--- src/rtl/wb_arbiter_pkg.sv ---
// Shared types for the writeback arbiter: field widths, result record and source select.
package wb_pkg;

    localparam int IDX_W  = 6;
    localparam int PHY_W  = 6;
    localparam int DATA_W = 16;

    typedef struct packed {
        logic [IDX_W-1:0]  indx;
        logic [PHY_W-1:0]  phy;
        logic [DATA_W-1:0] data;
        logic              wrt;
    } wb_res_t;

    typedef enum logic [1:0] {
        NONE = 2'd0,
        ALU  = 2'd1,
        LD   = 2'd2,
        MUL  = 2'd3
    } wb_src_e;

    function automatic wb_res_t mk_res(
        input logic [IDX_W-1:0]  indx,
        input logic [PHY_W-1:0]  phy,
        input logic [DATA_W-1:0] data,
        input logic              wrt
    );
        wb_res_t r;
        r.indx = indx;
        r.phy  = phy;
        r.data = data;
        r.wrt  = wrt;
        return r;
    endfunction

endpackage

--- src/rtl/wb_arbiter_if.sv ---
// Writeback arbiter bus: three result sources in, register-file/ROB/wakeup/stall out.
interface wb_arbiter_if;
    import wb_pkg::*;

    logic              flsh;

    logic              alu_vld;
    logic [IDX_W-1:0]  alu_indx;
    logic [PHY_W-1:0]  alu_phy;
    logic [DATA_W-1:0] alu_data;
    logic              alu_wrt;

    logic              vld_ld;
    logic [IDX_W-1:0]  indx_ld;
    logic [PHY_W-1:0]  phy_addr_ld;
    logic [DATA_W-1:0] data_ld;
    logic              reg_wrt_ld;

    logic              mul_vld;
    logic              mul_rdy;
    logic [IDX_W-1:0]  mul_indx;
    logic [PHY_W-1:0]  mul_phy;
    logic [DATA_W-1:0] mul_data;

    logic              rf_wrt_en;
    logic [PHY_W-1:0]  rf_wrt_addr;
    logic [DATA_W-1:0] rf_wrt_data;
    logic              cmmt_vld;
    logic [IDX_W-1:0]  cmmt_indx;
    logic              wkup_vld;
    logic [PHY_W-1:0]  wkup_tag;
    logic              stll_wb;
    logic              ovf_err;

    modport master (
        output flsh,
        output alu_vld, alu_indx, alu_phy, alu_data, alu_wrt,
        output vld_ld, indx_ld, phy_addr_ld, data_ld, reg_wrt_ld,
        output mul_vld, mul_indx, mul_phy, mul_data,
        input  mul_rdy,
        input  rf_wrt_en, rf_wrt_addr, rf_wrt_data,
        input  cmmt_vld, cmmt_indx, wkup_vld, wkup_tag,
        input  stll_wb, ovf_err
    );

    modport slave (
        input  flsh,
        input  alu_vld, alu_indx, alu_phy, alu_data, alu_wrt,
        input  vld_ld, indx_ld, phy_addr_ld, data_ld, reg_wrt_ld,
        input  mul_vld, mul_indx, mul_phy, mul_data,
        output mul_rdy,
        output rf_wrt_en, rf_wrt_addr, rf_wrt_data,
        output cmmt_vld, cmmt_indx, wkup_vld, wkup_tag,
        output stll_wb, ovf_err
    );

endinterface

--- src/rtl/wb_arbiter_ld_fifo.sv ---
// wb_ld_fifo: circular buffer of load results; a push while full is ignored, flush empties it.
module wb_ld_fifo
    import wb_pkg::*;
#(
    parameter int unsigned DEPTH = 4,
    localparam int unsigned PTR_W = $clog2(DEPTH)
) (
    input  logic           clk,
    input  logic           rst,
    input  logic           push_i,
    input  wb_res_t        push_data_i,
    input  logic           pop_i,
    input  logic           flush_i,
    output wb_res_t        head_o,
    output logic [PTR_W:0] count_nxt_o,
    output logic           full_o,
    output logic           empty_o
);

    wb_res_t          mem_q [DEPTH];
    logic [PTR_W-1:0] wr_ptr_q, wr_ptr_d;
    logic [PTR_W-1:0] rd_ptr_q, rd_ptr_d;
    logic [PTR_W:0]   count_q, count_d;
    logic             push_ok, pop_ok;

    assign full_o  = (count_q == (PTR_W+1)'(DEPTH));
    assign empty_o = (count_q == '0);
    assign push_ok = push_i && !full_o && !flush_i;
    assign pop_ok  = pop_i && !empty_o && !flush_i;
    assign head_o  = mem_q[rd_ptr_q];

    always_comb begin
        wr_ptr_d = wr_ptr_q;
        rd_ptr_d = rd_ptr_q;
        count_d  = count_q;
        if (flush_i) begin
            wr_ptr_d = '0;
            rd_ptr_d = '0;
            count_d  = '0;
        end else begin
            if (push_ok) wr_ptr_d = wr_ptr_q + PTR_W'(1);
            if (pop_ok)  rd_ptr_d = rd_ptr_q + PTR_W'(1);
            case ({push_ok, pop_ok})
                2'b10:   count_d = count_q + (PTR_W+1)'(1);
                2'b01:   count_d = count_q - (PTR_W+1)'(1);
                default: count_d = count_q;
            endcase
        end
    end

    assign count_nxt_o = count_d;

    always_ff @(posedge clk or posedge rst) begin
        if (rst) begin
            wr_ptr_q <= '0;
            rd_ptr_q <= '0;
            count_q  <= '0;
        end else begin
            wr_ptr_q <= wr_ptr_d;
            rd_ptr_q <= rd_ptr_d;
            count_q  <= count_d;
        end
    end

    // Storage needs no reset: an entry is only read while the count covers it.
    always_ff @(posedge clk) begin
        if (push_ok) mem_q[wr_ptr_q] <= push_data_i;
    end

endmodule

--- src/rtl/wb_arbiter.sv ---
// Writeback arbiter: ALU > buffered load > multiplier onto one RF port and the ROB bus.
// Optional WB_LD_BYPASS_EN lets a load skip an empty FIFO when no ALU result competes.
module wb_arbiter
    import wb_pkg::*;
#(
    parameter int unsigned DEPTH    = 4,
    parameter int unsigned STLL_THR = DEPTH - 1
) (
    input logic         clk,
    input logic         rst,
    wb_arbiter_if.slave bus
);

    localparam int unsigned PTR_W = $clog2(DEPTH);

    wb_res_t        alu_res, ld_res, mul_res, head_res, win_res;
    wb_src_e        src_sel;
    logic           fifo_push, fifo_pop, fifo_full, fifo_empty;
    logic [PTR_W:0] count_nxt;
    logic           ld_byp, mul_rdy;

    logic              vld_q, vld_d;
    logic              wrt_q, wrt_d;
    logic [PHY_W-1:0]  addr_q, addr_d;
    logic [DATA_W-1:0] data_q, data_d;
    logic [IDX_W-1:0]  indx_q, indx_d;
    logic              stll_q, stll_d;
    logic              ovf_q, ovf_d;

    assign alu_res = mk_res(bus.alu_indx, bus.alu_phy, bus.alu_data, bus.alu_wrt);
    assign ld_res  = mk_res(bus.indx_ld, bus.phy_addr_ld, bus.data_ld, bus.reg_wrt_ld);
    assign mul_res = mk_res(bus.mul_indx, bus.mul_phy, bus.mul_data, 1'b1);

`ifdef WB_LD_BYPASS_EN
    assign ld_byp  = bus.vld_ld && fifo_empty && !bus.alu_vld && !bus.flsh;
    assign mul_rdy = !bus.alu_vld && fifo_empty && !bus.flsh && !bus.vld_ld;
`else
    assign ld_byp  = 1'b0;
    assign mul_rdy = !bus.alu_vld && fifo_empty && !bus.flsh;
`endif

    assign bus.mul_rdy = mul_rdy;

    wb_ld_fifo #(
        .DEPTH (DEPTH)
    ) u_ld_fifo (
        .clk         (clk),
        .rst         (rst),
        .push_i      (fifo_push),
        .push_data_i (ld_res),
        .pop_i       (fifo_pop),
        .flush_i     (bus.flsh),
        .head_o      (head_res),
        .count_nxt_o (count_nxt),
        .full_o      (fifo_full),
        .empty_o     (fifo_empty)
    );

    assign fifo_push = bus.vld_ld && !bus.flsh && !ld_byp;

    always_comb begin
        src_sel  = NONE;
        win_res  = alu_res;
        fifo_pop = 1'b0;
        if (!bus.flsh) begin
            if (bus.alu_vld) begin
                src_sel = ALU;
                win_res = alu_res;
            end else if (!fifo_empty) begin
                src_sel  = LD;
                win_res  = head_res;
                fifo_pop = 1'b1;
            end else if (ld_byp) begin
                src_sel = LD;
                win_res = ld_res;
            end else if (bus.mul_vld && mul_rdy) begin
                src_sel = MUL;
                win_res = mul_res;
            end
        end
    end

    // Address, data and index hold across idle cycles; only the valids drop.
    always_comb begin
        vld_d  = 1'b0;
        wrt_d  = 1'b0;
        addr_d = addr_q;
        data_d = data_q;
        indx_d = indx_q;
        if (src_sel != NONE) begin
            vld_d  = 1'b1;
            wrt_d  = win_res.wrt;
            addr_d = win_res.phy;
            data_d = win_res.data;
            indx_d = win_res.indx;
        end
        stll_d = (32'(count_nxt) >= STLL_THR);
        ovf_d  = ovf_q || (fifo_push && fifo_full);
    end

    always_ff @(posedge clk or posedge rst) begin
        if (rst) begin
            vld_q  <= 1'b0;
            wrt_q  <= 1'b0;
            addr_q <= '0;
            data_q <= '0;
            indx_q <= '0;
            stll_q <= 1'b0;
            ovf_q  <= 1'b0;
        end else begin
            vld_q  <= vld_d;
            wrt_q  <= wrt_d;
            addr_q <= addr_d;
            data_q <= data_d;
            indx_q <= indx_d;
            stll_q <= stll_d;
            ovf_q  <= ovf_d;
        end
    end

    assign bus.rf_wrt_en   = vld_q && wrt_q;
    assign bus.rf_wrt_addr = addr_q;
    assign bus.rf_wrt_data = data_q;
    assign bus.cmmt_vld    = vld_q;
    assign bus.cmmt_indx   = indx_q;
    assign bus.wkup_vld    = vld_q && wrt_q;
    assign bus.wkup_tag    = addr_q;
    assign bus.stll_wb     = stll_q;
    assign bus.ovf_err     = ovf_q;

endmodule
--- src/flat_wrapper.sv ---
// flat-port wrapper written by rule: the top's interface ports become plain ports
module wb_arbiter_flat import wb_pkg::*;
#(
    parameter int unsigned DEPTH    = 4,
    parameter int unsigned STLL_THR = DEPTH - 1
)
  (clk, rst, bus_flsh, bus_alu_vld, bus_alu_indx, bus_alu_phy, bus_alu_data, bus_alu_wrt, bus_vld_ld, bus_indx_ld, bus_phy_addr_ld, bus_data_ld, bus_reg_wrt_ld, bus_mul_vld, bus_mul_indx, bus_mul_phy, bus_mul_data, bus_mul_rdy, bus_rf_wrt_en, bus_rf_wrt_addr, bus_rf_wrt_data, bus_cmmt_vld, bus_cmmt_indx, bus_wkup_vld, bus_wkup_tag, bus_stll_wb, bus_ovf_err);
  wb_arbiter_if bus_i ();
  input logic clk;
  input logic rst;
  input wire logic [$bits(bus_i.flsh)-1:0] bus_flsh;
  input wire logic [$bits(bus_i.alu_vld)-1:0] bus_alu_vld;
  input wire logic [$bits(bus_i.alu_indx)-1:0] bus_alu_indx;
  input wire logic [$bits(bus_i.alu_phy)-1:0] bus_alu_phy;
  input wire logic [$bits(bus_i.alu_data)-1:0] bus_alu_data;
  input wire logic [$bits(bus_i.alu_wrt)-1:0] bus_alu_wrt;
  input wire logic [$bits(bus_i.vld_ld)-1:0] bus_vld_ld;
  input wire logic [$bits(bus_i.indx_ld)-1:0] bus_indx_ld;
  input wire logic [$bits(bus_i.phy_addr_ld)-1:0] bus_phy_addr_ld;
  input wire logic [$bits(bus_i.data_ld)-1:0] bus_data_ld;
  input wire logic [$bits(bus_i.reg_wrt_ld)-1:0] bus_reg_wrt_ld;
  input wire logic [$bits(bus_i.mul_vld)-1:0] bus_mul_vld;
  input wire logic [$bits(bus_i.mul_indx)-1:0] bus_mul_indx;
  input wire logic [$bits(bus_i.mul_phy)-1:0] bus_mul_phy;
  input wire logic [$bits(bus_i.mul_data)-1:0] bus_mul_data;
  output wire logic [$bits(bus_i.mul_rdy)-1:0] bus_mul_rdy;
  output wire logic [$bits(bus_i.rf_wrt_en)-1:0] bus_rf_wrt_en;
  output wire logic [$bits(bus_i.rf_wrt_addr)-1:0] bus_rf_wrt_addr;
  output wire logic [$bits(bus_i.rf_wrt_data)-1:0] bus_rf_wrt_data;
  output wire logic [$bits(bus_i.cmmt_vld)-1:0] bus_cmmt_vld;
  output wire logic [$bits(bus_i.cmmt_indx)-1:0] bus_cmmt_indx;
  output wire logic [$bits(bus_i.wkup_vld)-1:0] bus_wkup_vld;
  output wire logic [$bits(bus_i.wkup_tag)-1:0] bus_wkup_tag;
  output wire logic [$bits(bus_i.stll_wb)-1:0] bus_stll_wb;
  output wire logic [$bits(bus_i.ovf_err)-1:0] bus_ovf_err;
  assign bus_i.flsh = bus_flsh;
  assign bus_i.alu_vld = bus_alu_vld;
  assign bus_i.alu_indx = bus_alu_indx;
  assign bus_i.alu_phy = bus_alu_phy;
  assign bus_i.alu_data = bus_alu_data;
  assign bus_i.alu_wrt = bus_alu_wrt;
  assign bus_i.vld_ld = bus_vld_ld;
  assign bus_i.indx_ld = bus_indx_ld;
  assign bus_i.phy_addr_ld = bus_phy_addr_ld;
  assign bus_i.data_ld = bus_data_ld;
  assign bus_i.reg_wrt_ld = bus_reg_wrt_ld;
  assign bus_i.mul_vld = bus_mul_vld;
  assign bus_i.mul_indx = bus_mul_indx;
  assign bus_i.mul_phy = bus_mul_phy;
  assign bus_i.mul_data = bus_mul_data;
  assign bus_mul_rdy = bus_i.mul_rdy;
  assign bus_rf_wrt_en = bus_i.rf_wrt_en;
  assign bus_rf_wrt_addr = bus_i.rf_wrt_addr;
  assign bus_rf_wrt_data = bus_i.rf_wrt_data;
  assign bus_cmmt_vld = bus_i.cmmt_vld;
  assign bus_cmmt_indx = bus_i.cmmt_indx;
  assign bus_wkup_vld = bus_i.wkup_vld;
  assign bus_wkup_tag = bus_i.wkup_tag;
  assign bus_stll_wb = bus_i.stll_wb;
  assign bus_ovf_err = bus_i.ovf_err;
  wb_arbiter #(.DEPTH(DEPTH), .STLL_THR(STLL_THR)) u_core (.clk(clk), .rst(rst), .bus(bus_i));
endmodule
--- config.mk ---
export PLATFORM = sky130hd
export DESIGN_NAME = wb_arbiter_flat
export DESIGN_NICKNAME = d
export VERILOG_FILES = /design/src/rtl/wb_arbiter_pkg.sv /design/src/rtl/wb_arbiter_if.sv /design/src/rtl/wb_arbiter_ld_fifo.sv /design/src/rtl/wb_arbiter.sv /design/src/flat_wrapper.sv
export SDC_FILE = /design/constraint.sdc
export NUM_CORES = 1
export LEC_CHECK = 0
export ABC_AREA = 1
export CAP_MARGIN = 20
export CORE_MARGIN = 5
export CORE_UTILIZATION = 49
export CTS_BUF_LIST = sky130_fd_sc_hd__clkbuf_4 sky130_fd_sc_hd__clkbuf_8
export DETAILED_ROUTE_END_ITERATION = 16
export PLACE_DENSITY = 0.79
export REMOVE_ABC_BUFFERS = 1
export SKIP_LAST_GASP = 1
export SYNTH_ARGS = -nofsm -noshare
export SYNTH_HDL_FRONTEND = slang
export SYNTH_SLANG_ARGS = --single-unit
--- constraint.sdc ---
create_clock -name clk -period 2.41 [get_ports clk]
set_clock_uncertainty 0.05 [all_clocks]
set_input_delay 0.482 -clock clk [delete_from_list [all_inputs] [get_ports clk]]
set_output_delay 0.482 -clock clk [all_outputs]
set_load 0.1 [all_outputs]
======== Word-level counts from Yosys, hierarchy flattened ========
Memories as Yosys holds them, arrays and structs flattened.
Cells that the tools add are included.
storage, ports and cells
  word-level logic and storage cells ...... 59
  bits in writable memories ............... 116
  memories kept ........................... 1
  output and inout bits ................... 40
  register bits after elaboration ......... 39
  bits of input ports ..................... 92
memories
  name                    depth  width  rd ports  clocked after memory_dff  write ports  RTL line                  text
  u_core.u_ld_fifo.mem_q  4      29     1         0                         1            wb_arbiter_ld_fifo.sv:20  wb_res_t mem_q [DEPTH];
cells by class
  eq/ne operators ......................... 3
  reduce and logical (&&, ||, !) cells .... 19
  add/subtract/negate cells ............... 4
  muxes and demuxes ....................... 21
  magnitude comparators ................... 1
operator list
  kind                 number
  $mux 29              4
  $mux 2               8
  $logic_and 1x1->1    10
  $mux 1               7
  $pmux 3 s2           1
  $reduce_bool 2->1    3
  $add 2x1->2 const B  2
  $logic_not 1->1      4
  $add 3x1->3 const B  1
  $eq 3x3->1 const B   1
  $ge 3x2->1 const B   1
  $logic_not 3->1      1
  $mux 3               1
  $sub 3x1->3 const B  1
  $eq 2x1->1 const B   1
  $eq 2x2->1 const B   1
  $logic_or 1x1->1     1

======== Depth between registers and ports, before layout ========
Gate-level depths: netlist (run 1).
  depth in word-level cells ............... 10
  depth in mapped cells ................... 14
  mapped depth without buffers ............ 13

======== Cells and area by module ========
A second synthesis (run 1) with hierarchy kept.
unflattened totals
  cell total of the unflattened synthesis .. 772
  area total of the unflattened synthesis .. 7362.1 sq um
by module, submodules not included
  module      sequential area each (sq um)  cells an instance  area each (sq um)  times used
  wb_ld_fifo  3658.5                        351                4885.9             1
  wb_arbiter  800.8                         421                2476.1             1

======== Worst setup path after synthesis (run 1) ========
OpenSTA, ideal clock, no wires.
  path kind ............................... reg2out
  start point ............................. reg u_core.u_ld_fifo.count_q[1]
  end point ............................... out bus_mul_rdy
  data required time ...................... 1878 ps
  buffers on the path ..................... 1
  cell stages (with the launch flop) ...... 5
  setup slack ............................. -935 ps
  arrival ................................. 2813 ps
  cell sequence ........................... dfrtp_1 -> nor2_4 -> nand2_4 -> buf_6 -> nor3_1
between the ends
  word-level cells in the longest chain between the ends .. 3
RTL lines
  what                            RTL line                  text
  start, declared                 wb_arbiter_ld_fifo.sv:23  logic [PTR_W:0] count_q, count_d;
  start signal, assigned          wb_arbiter_ld_fifo.sv:61  count_q <= count_d;
  $logic_not 3->1                 wb_arbiter_ld_fifo.sv:27  assign empty_o = (count_q == '0);
  $logic_and 1x1->1 (2 in a row)  wb_arbiter.sv:39          assign mul_rdy = !bus.alu_vld && fifo_empty && !bus.flsh;
  end, declared                   flat_wrapper.sv:26        output wire logic [$bits(bus_i.mul_rdy)-1:0] bus_mul_rdy;
No other way between the ends.

======== Final worst setup path (run 1) ========
Ends and elaborated chain as after synthesis.

==> metrics.md, run 1 <==
| Metric | Value |
|---|---|
| Outcome | finished, final reports clean |
| DRT Wirelength | 16.7 mm |
| Overflow after GRT | 0 |
| Multi-input gate area | 2050 sq um |
| FF/Latch Area | 4460 sq um |
| Crit path cell chain | nor2_4 -> nand2_4 -> buf_4 -> nor3_2 -> buf_12 |
| Seq/Total Area, Yosys | 64.0% |
| Post-place instance area | 8530 sq um |
| Max-slew headroom | 52.8% |
| WL/cell | 16.0 microns |
| Crit Path Class | reg2out |
| DIE AREA | 16700 sq um |
| Dpl cells | 1011 |
| Final worst-path cycle share | 95.9% |
| Lkg Pwr | 3.88 nW |
| Synth Register Bits | 155 |
| Hold slack | 0.300 ns |
| Number of synthesis warnings | 0 |
| WP data required | 1.88 ns |
| Most frequent cells in the layout | 254 x nand2_1, 116 x edfxtp_1, 91 x clkdlybuf4s50_1, 59 x buf_4, 54 x inv_1 |
| Detailed Place HPWL | 11.0 mm |
| Total GRT Usage | 20.6% |
| Vias | 5206 |
| R2R cell count | 12 |
| Core box area | 13900 sq um |
| Largest stage delay, worst path | 0.44 ns |
| Final number of setup-violating endpoints | 0 |
| Stages on worst setup path | 5 |
| Least-Margin Pin Slew | 0.707 ns |
| PD cells | 849 nW/um^2 |
| NetSw | 2.71 mW |
| Worst Path Buf+Inv | 2 |
| Vias per std cell | 4.99 |
| Port-buffer cells | 131 |
| 1st-pass router iterations | 5 |
| Max-slew violation count | 0 |
| Sw Ratio | 35.5% |
| Final net count | 948 |
| Most common cell after layout, fill and taps aside | nand2_1 |
| Internal | 4.93 mW |
| DRT iter0 DRCs | 372 |
| # rows | 43 |
| CP endpoint kind | output pin |
| Post-CTS Hold Fix Bufs | 0 |
| Initial antenna violation count | 0 |
| Layout cells sized above 1 | 16.6% |
| CP arrival | 1.78 ns |
| Routability cong. | 0.820 |
| Io pins | 132 |
| Sequential power share | 41.3% |
| H-tree Lvls | 4 |
| Antenna cells | 0 |
| Die width | 129 microns |
| CTS tree | done |
| Post-route cell area | 9000 sq um |
| Max-Cap Viols | 0 |
| Drc violations | 0 |
| Synth Instances | 710 |
| First-pass GRT wire length | 26.3 mm |
| TritonCTS Sinks | 155 |
| Final hold viol count | 0 |
| Min Tclk post-route | 2.31 ns |
| Die height | 129 microns |
| Part of the power in the clock network | 29.5% |
| CP max-delay cell | dfrtp_1 |
| Family with the most delay on the worst path | simple AND/OR/NAND/NOR gates |
| Final ANT Viol Nets | 0 |
| Vias in the first global route | 5238 |
| Syn_area_per_cell | 9.81 sq um |
| Largest net degree at the start of global routing | 62 |
| Setup crit start kind | register |
| Max Buffers Root-to-Sink | 2 |
| Root Driver | clkbuf_8 |
| Non-Filler Instances | 1043 |
| Filler Cells Inserted | 1065 |
| RSZ-0062 raised after global routing | no |
| TritonCTS Buffers | 17 |
| Area grow syn2layout | 29.2% |
| Register clock-pin slew on the reported worst setup and hold paths | 0.09 ns |
| Unique cell type count in the Yosys netlist | 27 |
| Combinational Power Share | 29.2% |
| Post-Syn Area | 6970 sq um |
| Worst Path Max Fanout | 10 |
| Fmax | 432 MHz |
| Worst ir drop on vdd | 527 uV |
| Worst-Skew Late Latency | 0.45 ns |
| Starting density of the core | 50.0% |
| Hold Crit Class | in2async |
## flip-flops by register name, summed over array words and instances, names as in the netlist
signal / cells
u_core.u_ld_fifo.mem_q: 116
u_core.bus.rf_wrt_data: 16
u_core.bus.cmmt_indx: 6
u_core.bus.rf_wrt_addr: 6
u_core.u_ld_fifo.count_q: 3
u_core.u_ld_fifo.rd_ptr_q: 2
u_core.u_ld_fifo.wr_ptr_q: 2
u_core.bus.cmmt_vld: 1
u_core.bus.ovf_err: 1
u_core.bus.stll_wb: 1
u_core.wrt_q: 1
## per-stage QoR
stage          TNS, ns  power, mW  utilization [%]  setup slack [ns]
2_1_floorplan   -40.09       4.74                -            -0.867
3_3_place_gp    -0.524       5.41             61.2            -0.271
3_5_place_dp    -0.705       5.45             61.2            -0.337
4_1_cts              0       7.68             64.6            0.0720
5_1_grt              0       7.95             64.6           0.00657
6_report             0       7.65             64.6            0.0976
## synth_stat cells, drive strengths merged
cell type  instances  area (sq um)
a21oi             32           175
buf               35           231
clkbuf             4          15.0
dfrtp             39           976
edfxtp           116          3480
fa                 1          20.0
ha                 5          62.6
inv               63           241
nand2            256           976
nand3             54           275
nand3b             2          15.0
nor2              61           258
nor3               1          5.00
o21ai             22           110
o21bai             3          22.5
or2               16           100
## area by class of cell
class / instances / area share, %
Clock inverter: 13 / 2.36
Tap cell: 180 / 2.50
Inverter: 63 / 2.68
Clock buffer: 19 / 2.83
Sequential cell: 155 / 49.5
Multi-Input combinational cell: 453 / 22.8
Timing Repair Buffer: 160 / 17.3
## per-layer routing
metal | vias up | share of wire (%) | global-route usage [%]
met4 | 0 | 2.6 | 8.28
met3 | 30 | 7.0 | 5.07
li1 | 2566 | - | -
met2 | 187 | 51 | 35.0
met1 | 2423 | 40 | 25.5
met5 | - | 0 | 0
## cells by family (layout without fill, tap and decap cells)
group	Yosys count	after routing	synth area share, %
AOI/OAI and AO/OA	57	57	4.42
adders and majority gates	6	6	1.19
buffers and inverters	102	255	7.00
DFF	155	155	64.0
and+or+nand+nor	390	390	23.4
## final timing paths
| path | startpoint | endpoint | slack, ns |
|---|---|---|---|
| max | u_core.u_ld_fifo.count_q[1]$_DFF_PP0_ | bus_mul_rdy | 0.1 |
| min | rst | u_core.bus.cmmt_indx[4]$_DFFE_PP0P_ | 0.30 |
| max reg2reg | u_core.u_ld_fifo.count_q[1]$_DFF_PP0_ | u_core.bus.stll_wb$_DFF_PP0_ | 0.22 |
| min reg2reg | u_core.bus.ovf_err$_DFF_PP0_ | u_core.bus.ovf_err$_DFF_PP0_ | 0.45 |
| max in group asynchronous | rst | u_core.u_ld_fifo.rd_ptr_q[0]$_DFFE_PP0P_ | 1.50 |
| min in group clk | u_core.bus.ovf_err$_DFF_PP0_ | u_core.bus.ovf_err$_DFF_PP0_ | 0.45 |
## power groups by stage
stage / Combinational (mW) / Sequential [mW] / Clock [mW]
2_1_floorplan: 0.578 / 4.17 / 0
3_3_place_gp: 2.20 / 3.21 / 0
3_5_place_dp: 2.24 / 3.22 / 0
4_1_cts: 2.24 / 3.16 / 2.28
5_1_grt: 2.38 / 3.18 / 2.39
6_report: 2.23 / 3.16 / 2.26
## what timing repair did
action                     CTS  global route
pin swaps                    0             0
cloned                       0             0
setup buffers                0             0
gates resized for setup      1             1
setup endpoints to repair    1             1
Note: power is estimated with default switching activity, not from simulation.
==> run 2, diff against run 1 <==
GPL_ROUTABILITY_DRIVEN = 0   (was not set)
==> results of run 2 <==
The final DEF is identical to that of run 1; final timing and power are the same.
